[src/rtl/cv_pkg.sv]
// Shared types and defaults for the CV frame conditioner.
package cv_pkg;

  localparam int unsigned CV_CHANNELS        = 7;
  localparam int unsigned CV_WIDTH           = 16;
  localparam int unsigned CH_W               = $clog2(CV_CHANNELS);
  localparam int unsigned DEF_SMOOTH_SHIFT   = 2;
  localparam int unsigned DEF_TIMEOUT_CYCLES = 240000;

  typedef logic [CV_WIDTH-1:0] cv_word_t;

  typedef enum logic [2:0] {
    IDLE,
    SETTLE,
    CAPTURE,
    FILTER,
    DONE
  } cv_state_e;

endpackage

[src/rtl/cv_smooth_step.sv]
// Single-channel first-order IIR step: y moves toward x by (x-y)/2^SHIFT,
// never less than one LSB, so the filter always lands exactly on x.
module cv_smooth_step
  import cv_pkg::*;
#(
  parameter int unsigned SHIFT = DEF_SMOOTH_SHIFT
) (
  input  cv_word_t y,
  input  cv_word_t x,
  output cv_word_t y_new_c
);

  localparam logic signed [CV_WIDTH:0] PLUS_ONE  = (CV_WIDTH+1)'(1);
  localparam logic signed [CV_WIDTH:0] MINUS_ONE = '1;

  logic signed [CV_WIDTH:0] d_c;
  logic signed [CV_WIDTH:0] s_c;
  logic signed [CV_WIDTH:0] sum_c;

  always_comb begin
    d_c = $signed({1'b0, x}) - $signed({1'b0, y});
    s_c = d_c >>> SHIFT;
    if ((d_c != '0) && (s_c == '0)) begin
      s_c = d_c[CV_WIDTH] ? MINUS_ONE : PLUS_ONE;
    end
    sum_c   = $signed({1'b0, y}) + s_c;
    y_new_c = CV_WIDTH'(sum_c);
  end

endmodule

[src/rtl/cv_frame_conditioner.sv]
// Captures SPI CV frames into the i_Clock domain, smooths them per channel and
// presents a coherent registered CV set with a valid strobe and link-stale flag.
module cv_frame_conditioner
  import cv_pkg::*;
#(
  parameter int unsigned SMOOTH_SHIFT   = DEF_SMOOTH_SHIFT,
  parameter int unsigned TIMEOUT_CYCLES = DEF_TIMEOUT_CYCLES
) (
  input  logic                   i_Clock,
  input  logic                   i_Reset_n,
  input  logic                   i_Data_Received,
  input  logic [CV_WIDTH-1:0]    i_Data0,
  input  logic [CV_WIDTH-1:0]    i_Data1,
  input  logic [CV_WIDTH-1:0]    i_Data2,
  input  logic [CV_WIDTH-1:0]    i_Data3,
  input  logic [CV_WIDTH-1:0]    i_Data4,
  input  logic [CV_WIDTH-1:0]    i_Data5,
  input  logic [CV_WIDTH-1:0]    i_Data6,
  input  logic [CV_CHANNELS-1:0] i_Smooth_En,
  output logic [CV_WIDTH-1:0]    o_CV0,
  output logic [CV_WIDTH-1:0]    o_CV1,
  output logic [CV_WIDTH-1:0]    o_CV2,
  output logic [CV_WIDTH-1:0]    o_CV3,
  output logic [CV_WIDTH-1:0]    o_CV4,
  output logic [CV_WIDTH-1:0]    o_CV5,
  output logic [CV_WIDTH-1:0]    o_CV6,
  output logic                   o_CV_Valid,
  output logic                   o_Stale,
  output logic                   o_Overrun
);

  localparam int unsigned       TW      = $clog2(TIMEOUT_CYCLES + 1);
  localparam logic [TW-1:0]     T_MAX   = TW'(TIMEOUT_CYCLES);
  localparam logic [CH_W-1:0]   LAST_CH = CH_W'(CV_CHANNELS - 1);

  cv_state_e                          state_q, state_d;
  logic [CH_W-1:0]                    ch_q, ch_d;
  logic                               pending_q, pending_d;
  logic                               overrun_q, overrun_d;
  logic                               first_q, first_d;
  logic [2:0]                         sync_q;
  logic [CV_CHANNELS-1:0][CV_WIDTH-1:0] x_q, y_q, cv_q;
  logic                               cv_valid_q, stale_q;
  logic [TW-1:0]                      tmo_q;
  logic                               rise_c, cap_c, filt_c, done_c;
  cv_word_t                           x_sel_c, y_sel_c, step_c, y_upd_c;

  assign rise_c = sync_q[1] & ~sync_q[2];

  // Shared filter datapath, muxed onto the channel being processed
  assign x_sel_c = x_q[ch_q];
  assign y_sel_c = y_q[ch_q];

  cv_smooth_step #(.SHIFT(SMOOTH_SHIFT)) u_step (
    .y       (y_sel_c),
    .x       (x_sel_c),
    .y_new_c (step_c)
  );

  assign y_upd_c = (!i_Smooth_En[ch_q] || first_q) ? x_sel_c : step_c;

  // Next-state and control
  always_comb begin
    state_d   = state_q;
    ch_d      = ch_q;
    pending_d = pending_q;
    overrun_d = overrun_q;
    first_d   = first_q;
    cap_c     = 1'b0;
    filt_c    = 1'b0;
    done_c    = 1'b0;

    if (rise_c && (state_q != IDLE)) begin
      if (pending_q) overrun_d = 1'b1;
      else           pending_d = 1'b1;
    end

    case (state_q)
      IDLE:    if (rise_c) state_d = SETTLE;
      SETTLE:  state_d = CAPTURE;
      CAPTURE: begin
        cap_c   = 1'b1;
        ch_d    = '0;
        state_d = FILTER;
      end
      FILTER: begin
        filt_c = 1'b1;
        if (ch_q == LAST_CH) state_d = DONE;
        else                 ch_d    = ch_q + CH_W'(1);
      end
      DONE: begin
        done_c    = 1'b1;
        first_d   = 1'b0;
        pending_d = 1'b0;
        state_d   = (pending_q || rise_c) ? SETTLE : IDLE;
      end
      default: state_d = IDLE;
    endcase
  end

  always_ff @(posedge i_Clock or negedge i_Reset_n) begin
    if (!i_Reset_n) begin
      state_q    <= IDLE;
      ch_q       <= '0;
      pending_q  <= 1'b0;
      overrun_q  <= 1'b0;
      first_q    <= 1'b1;
      sync_q     <= '0;
      x_q        <= '0;
      y_q        <= '0;
      cv_q       <= '0;
      cv_valid_q <= 1'b0;
      stale_q    <= 1'b1;
      tmo_q      <= '0;
    end else begin
      state_q    <= state_d;
      ch_q       <= ch_d;
      pending_q  <= pending_d;
      overrun_q  <= overrun_d;
      first_q    <= first_d;
      sync_q     <= {sync_q[1:0], i_Data_Received};
      cv_valid_q <= done_c;
      if (cap_c) x_q <= {i_Data6, i_Data5, i_Data4, i_Data3, i_Data2, i_Data1, i_Data0};
      if (filt_c) y_q[ch_q] <= y_upd_c;
      if (done_c) cv_q <= y_q;
      // Stale timer saturates; only a completed frame clears it
      if (done_c) begin
        tmo_q   <= '0;
        stale_q <= 1'b0;
      end else if (tmo_q != T_MAX) begin
        tmo_q <= tmo_q + TW'(1);
        if (tmo_q == (T_MAX - TW'(1))) stale_q <= 1'b1;
      end
    end
  end

  assign o_CV0      = cv_q[0];
  assign o_CV1      = cv_q[1];
  assign o_CV2      = cv_q[2];
  assign o_CV3      = cv_q[3];
  assign o_CV4      = cv_q[4];
  assign o_CV5      = cv_q[5];
  assign o_CV6      = cv_q[6];
  assign o_CV_Valid = cv_valid_q;
  assign o_Stale    = stale_q;
  assign o_Overrun  = overrun_q;

endmodule

[config.mk]
export PLATFORM = sky130hd
export DESIGN_NAME = cv_frame_conditioner
export DESIGN_NICKNAME = d
export VERILOG_FILES = /design/src/rtl/cv_pkg.sv /design/src/rtl/cv_smooth_step.sv /design/src/rtl/cv_frame_conditioner.sv
export SDC_FILE = /design/constraint.sdc
export NUM_CORES = 1
export LEC_CHECK = 0
export CAP_MARGIN = 20
export CORE_ASPECT_RATIO = 1.4
export CORE_UTILIZATION = 40
export DETAILED_ROUTE_END_ITERATION = 12
export DONT_BUFFER_PORTS = 1
export GPL_TIMING_DRIVEN = 0
export SLEW_MARGIN = 40
export SYNTH_ARGS = -nofsm -noshare
export SYNTH_HDL_FRONTEND = slang
export SYNTH_HIERARCHICAL = 1
export SYNTH_SLANG_ARGS = --single-unit
[constraint.sdc]
create_clock -name i_Clock -period 6.4 [get_ports i_Clock]
set_clock_uncertainty 0.05 [all_clocks]
set_input_delay 0.64 -clock i_Clock [delete_from_list [all_inputs] [get_ports i_Clock]]
set_output_delay 0.64 -clock i_Clock [all_outputs]
set_load 0.03 [all_outputs]
==> metrics.csv <==
stage,metric,value,unit
run_status,status,"complete, but fails checks",
run_status,violations,negative hold slack,
global_route,grt_usage,23.2,%
yosys,syn_nets,1612,
worst_setup_path,crit_required,6.80,ns
worst_setup_path,critPathCaptureType,flip-flop,
worst_setup_path,r2r_start,ch_q[2],
place,hpwl,37.4,mm
die,die_area,43800,um2
sta,drv_slew,0,
clocking,cts_buffer_depth,3,
global_route,globalRouteOverflowTotal,0,
yosys,yosysWarnings,6,
yosys,async_reset_ff_share,100,%
sta,worst_pin_slew,0.981,ns
global_route,grt_pass1_vias,12246,
global_route,antenna_found_initial,9,
yosys,synth_top_area_cell,dfrtp_1,
clocking,cts.sinks,368,
clocking,ctsRootBufferMaster,clkbuf_16,
job,cap_viol_max_count,0,
clocking,tritoncts,yes,
yosys,syn_area,17200,um2
detailed_routing,drt-total-wl,50.3,mm
clocking,clkTransAtPathRegs,0.07,ns
die,io_pins,237,
die,die_h,247,um
worst_setup_path,worstPathMaxFanout,10,
sta,layout_min_cycle_time,6.23,ns
global_route,grt_pass1_wl,75.4,mm
yosys,synthFlopType,dfrtp_1,
global_route,grt_start_max_net_pins,369,
detailed_routing,drt-vias-per-instance,5.65,
worst_setup_path,cp_slowest_cell,or3_4,
sta,hold_viol_final,366,
finish,syn2layout_area_growth,15.1,%
sta,fin_ws,0.172,ns
die,die_x,177,um
worst_setup_path,worst_path_largest_cell_delay,0.44,ns
worst_setup_path,criticalPathCategory,flip-flop to flip-flop,
yosys,synth.avg_cell_area,11.8,um2
sta,setup_viol,0,
yosys,synth_top_area_share,53.3,%
detailed_routing,route.detailed.drc,0,
worst_setup_path,startpoint_type,flip-flop,
sta,clock.fmax,161,MHz
clocking,cts-buffers-inserted,39,
detailed_routing,postRouteAntennaNets,0,
sta,whs,-0.263,ns
clocking,cts_max_level,2,
yosys,synth_edf_count,0,
detailed_routing,vias,11772,
place,post-place-ws,-1.47,ns
yosys,synth_seq_area_share,53.7,%
clocking,worstSkewPairLatency,0.55,ns
place,portBuffers,0,
yosys,yosysMostFrequentCell,dfrtp_1,
finish,post-route-util,46.8,%
die,rows,89,
finish,nets,1664,
yosys,yosysUniqueCellTypes,64,
finish,fillCellCount,3834,
sta,fin_crit_sh,97.3,%
worst_setup_path,rr_worst_depth,28,
min_path,hp-class,input port to asynchronous set/reset pin,
place,gp_congestion,0.927,
worst_setup_path,cp.arrival,6.63,ns
yosys,synth.area.top_cells,"dfrtp_1 (53%), mux2_2 (16%), a21oi_1 (4.0%)",
detailed_routing,detailedRoute.firstIterationViolations,702,
finish,drive_gt1_share,28.4,%
die,fp.coreArea,42200,um2
detailed_routing,wl_per_cell,24.2,um
worst_setup_path,reg2reg_slack,0.17,ns
sta,relSlewSlack,34.6,%
yosys,ys_seq_elements,368,
detailed_routing,firstDrtPassIters,5,
yosys,syn_inst,1453,
yosys,synthTopCellsByCount,"dfrtp_1 (366), mux2_2 (244), nor2_1 (177)",
worst_setup_path,regToRegEndpoint,y_q[15],
sta,tns,0,ns
die,start_util,40.7,%
## final cells by class
class                           count  area, um2  share of cell area [%]
Buffer                             80        424                    2.15
Clock inverter                      9        138                   0.696
Timing Repair Buffer               11        108                   0.544
Multi-Input combinational cell    968       7830                    39.6
Sequential cell                   368       9210                    46.6
Inverter                           37        139                   0.703
Tap cell                          546        683                    3.46
Clock buffer                       59       1220                    6.18
Antenna cell                        4       10.0                  0.0506
## timing repair
| action | CTS | global route |
|---|---|---|
| gates resized for setup | 54 | 60 |
| buffers inserted | 8 | 3 |
| pin swaps | 1 | 5 |
| gates cloned | 0 | 0 |
| hold endpoints to repair | 368 | 366 |
| setup endpoints to repair | 112 | 79 |
## metal layers
| layer | up-vias | global-route usage, % | wire (um) |
|---|---|---|---|
| li1 | 5279 | - | - |
| met1 | 5940 | 26.6 | 19000 |
| met5 | - | 0 | 78 |
| met2 | 429 | 39.4 | 25100 |
| met4 | 12 | 12.7 | 2590 |
| met3 | 112 | 5.72 | 3560 |
## flip-flops by register name (all words and copies together), names as in the netlist, 16 cells and up
register,count
o_CV2,16
y_q,112
o_CV6,16
o_CV0,16
o_CV4,16
o_CV5,16
o_CV1,16
o_CV3,16
tmo_q,18
x_q,112
## cells in the final DEF (no fill, tap or decap), types with 17 or more instances in the layout
cell / n
a21oi_1: 131
nand2_1: 49
xnor2_1: 17
nand3_1: 18
ha_1: 31
o21ai_0: 19
nor2_1: 176
dfrtp_1: 366
mux2_2: 244
clkbuf_16: 40
clkbuf_1: 47
inv_1: 35
mux2i_1: 52
xor2_1: 19
## how the worst max path moves through the flow
stage | endpoint | slack, ns | startpoint | cells after the start
after floorplan | y_q[12] | 0.54 | ch_q[1] | 27
after global placement | y_q[12] | -1.59 | ch_q[1] | 27
after detailed placement | y_q[28] | -1.47 | ch_q[1] | 27
after CTS | y_q[78] | 0.005 | ch_q[1] | 28
after global routing | y_q[110] | -0.02 | ch_q[0] | 26
final | y_q[15] | 0.17 | ch_q[2] | 28
## worst max-delay path: cells and delay by family (launching register included)
family                     cells  cell delay [ns]
AOI/OAI and AO/OA             14             2.61
xor gates and xnor gates       1             0.22
adders and majority gates      3             0.91
buffers and inverters          5             1.00
DFF                            1             0.37
muxes                          1             0.13
and+or+nand+nor                4             0.87
## cells by family after synthesis
| kind of cell | after synthesis | synth area share (%) |
|---|---|---|
| buffers and inverters | 117 | 2.77 |
| adder cells (fa/ha/maj) | 37 | 2.78 |
| AO/OA/AOI/OAI | 261 | 9.20 |
| XOR/XNOR | 38 | 1.94 |
| multiplexers | 327 | 21.9 |
| AND/OR/NAND/NOR | 305 | 7.78 |
| flip-flops | 368 | 53.7 |
## through the flow
stage	cell area (um2)	instances
6_report	19800	2082
5_1_grt	19800	2079
4_1_cts	19500	2075
3_5_place_dp	17900	1999
3_3_place_gp	17900	1999
2_1_floorplan	17200	1453
Power is left out: the tool's default activity adds up to more than one toggle a clock period on the data nets, which glitch-free logic cannot reach.
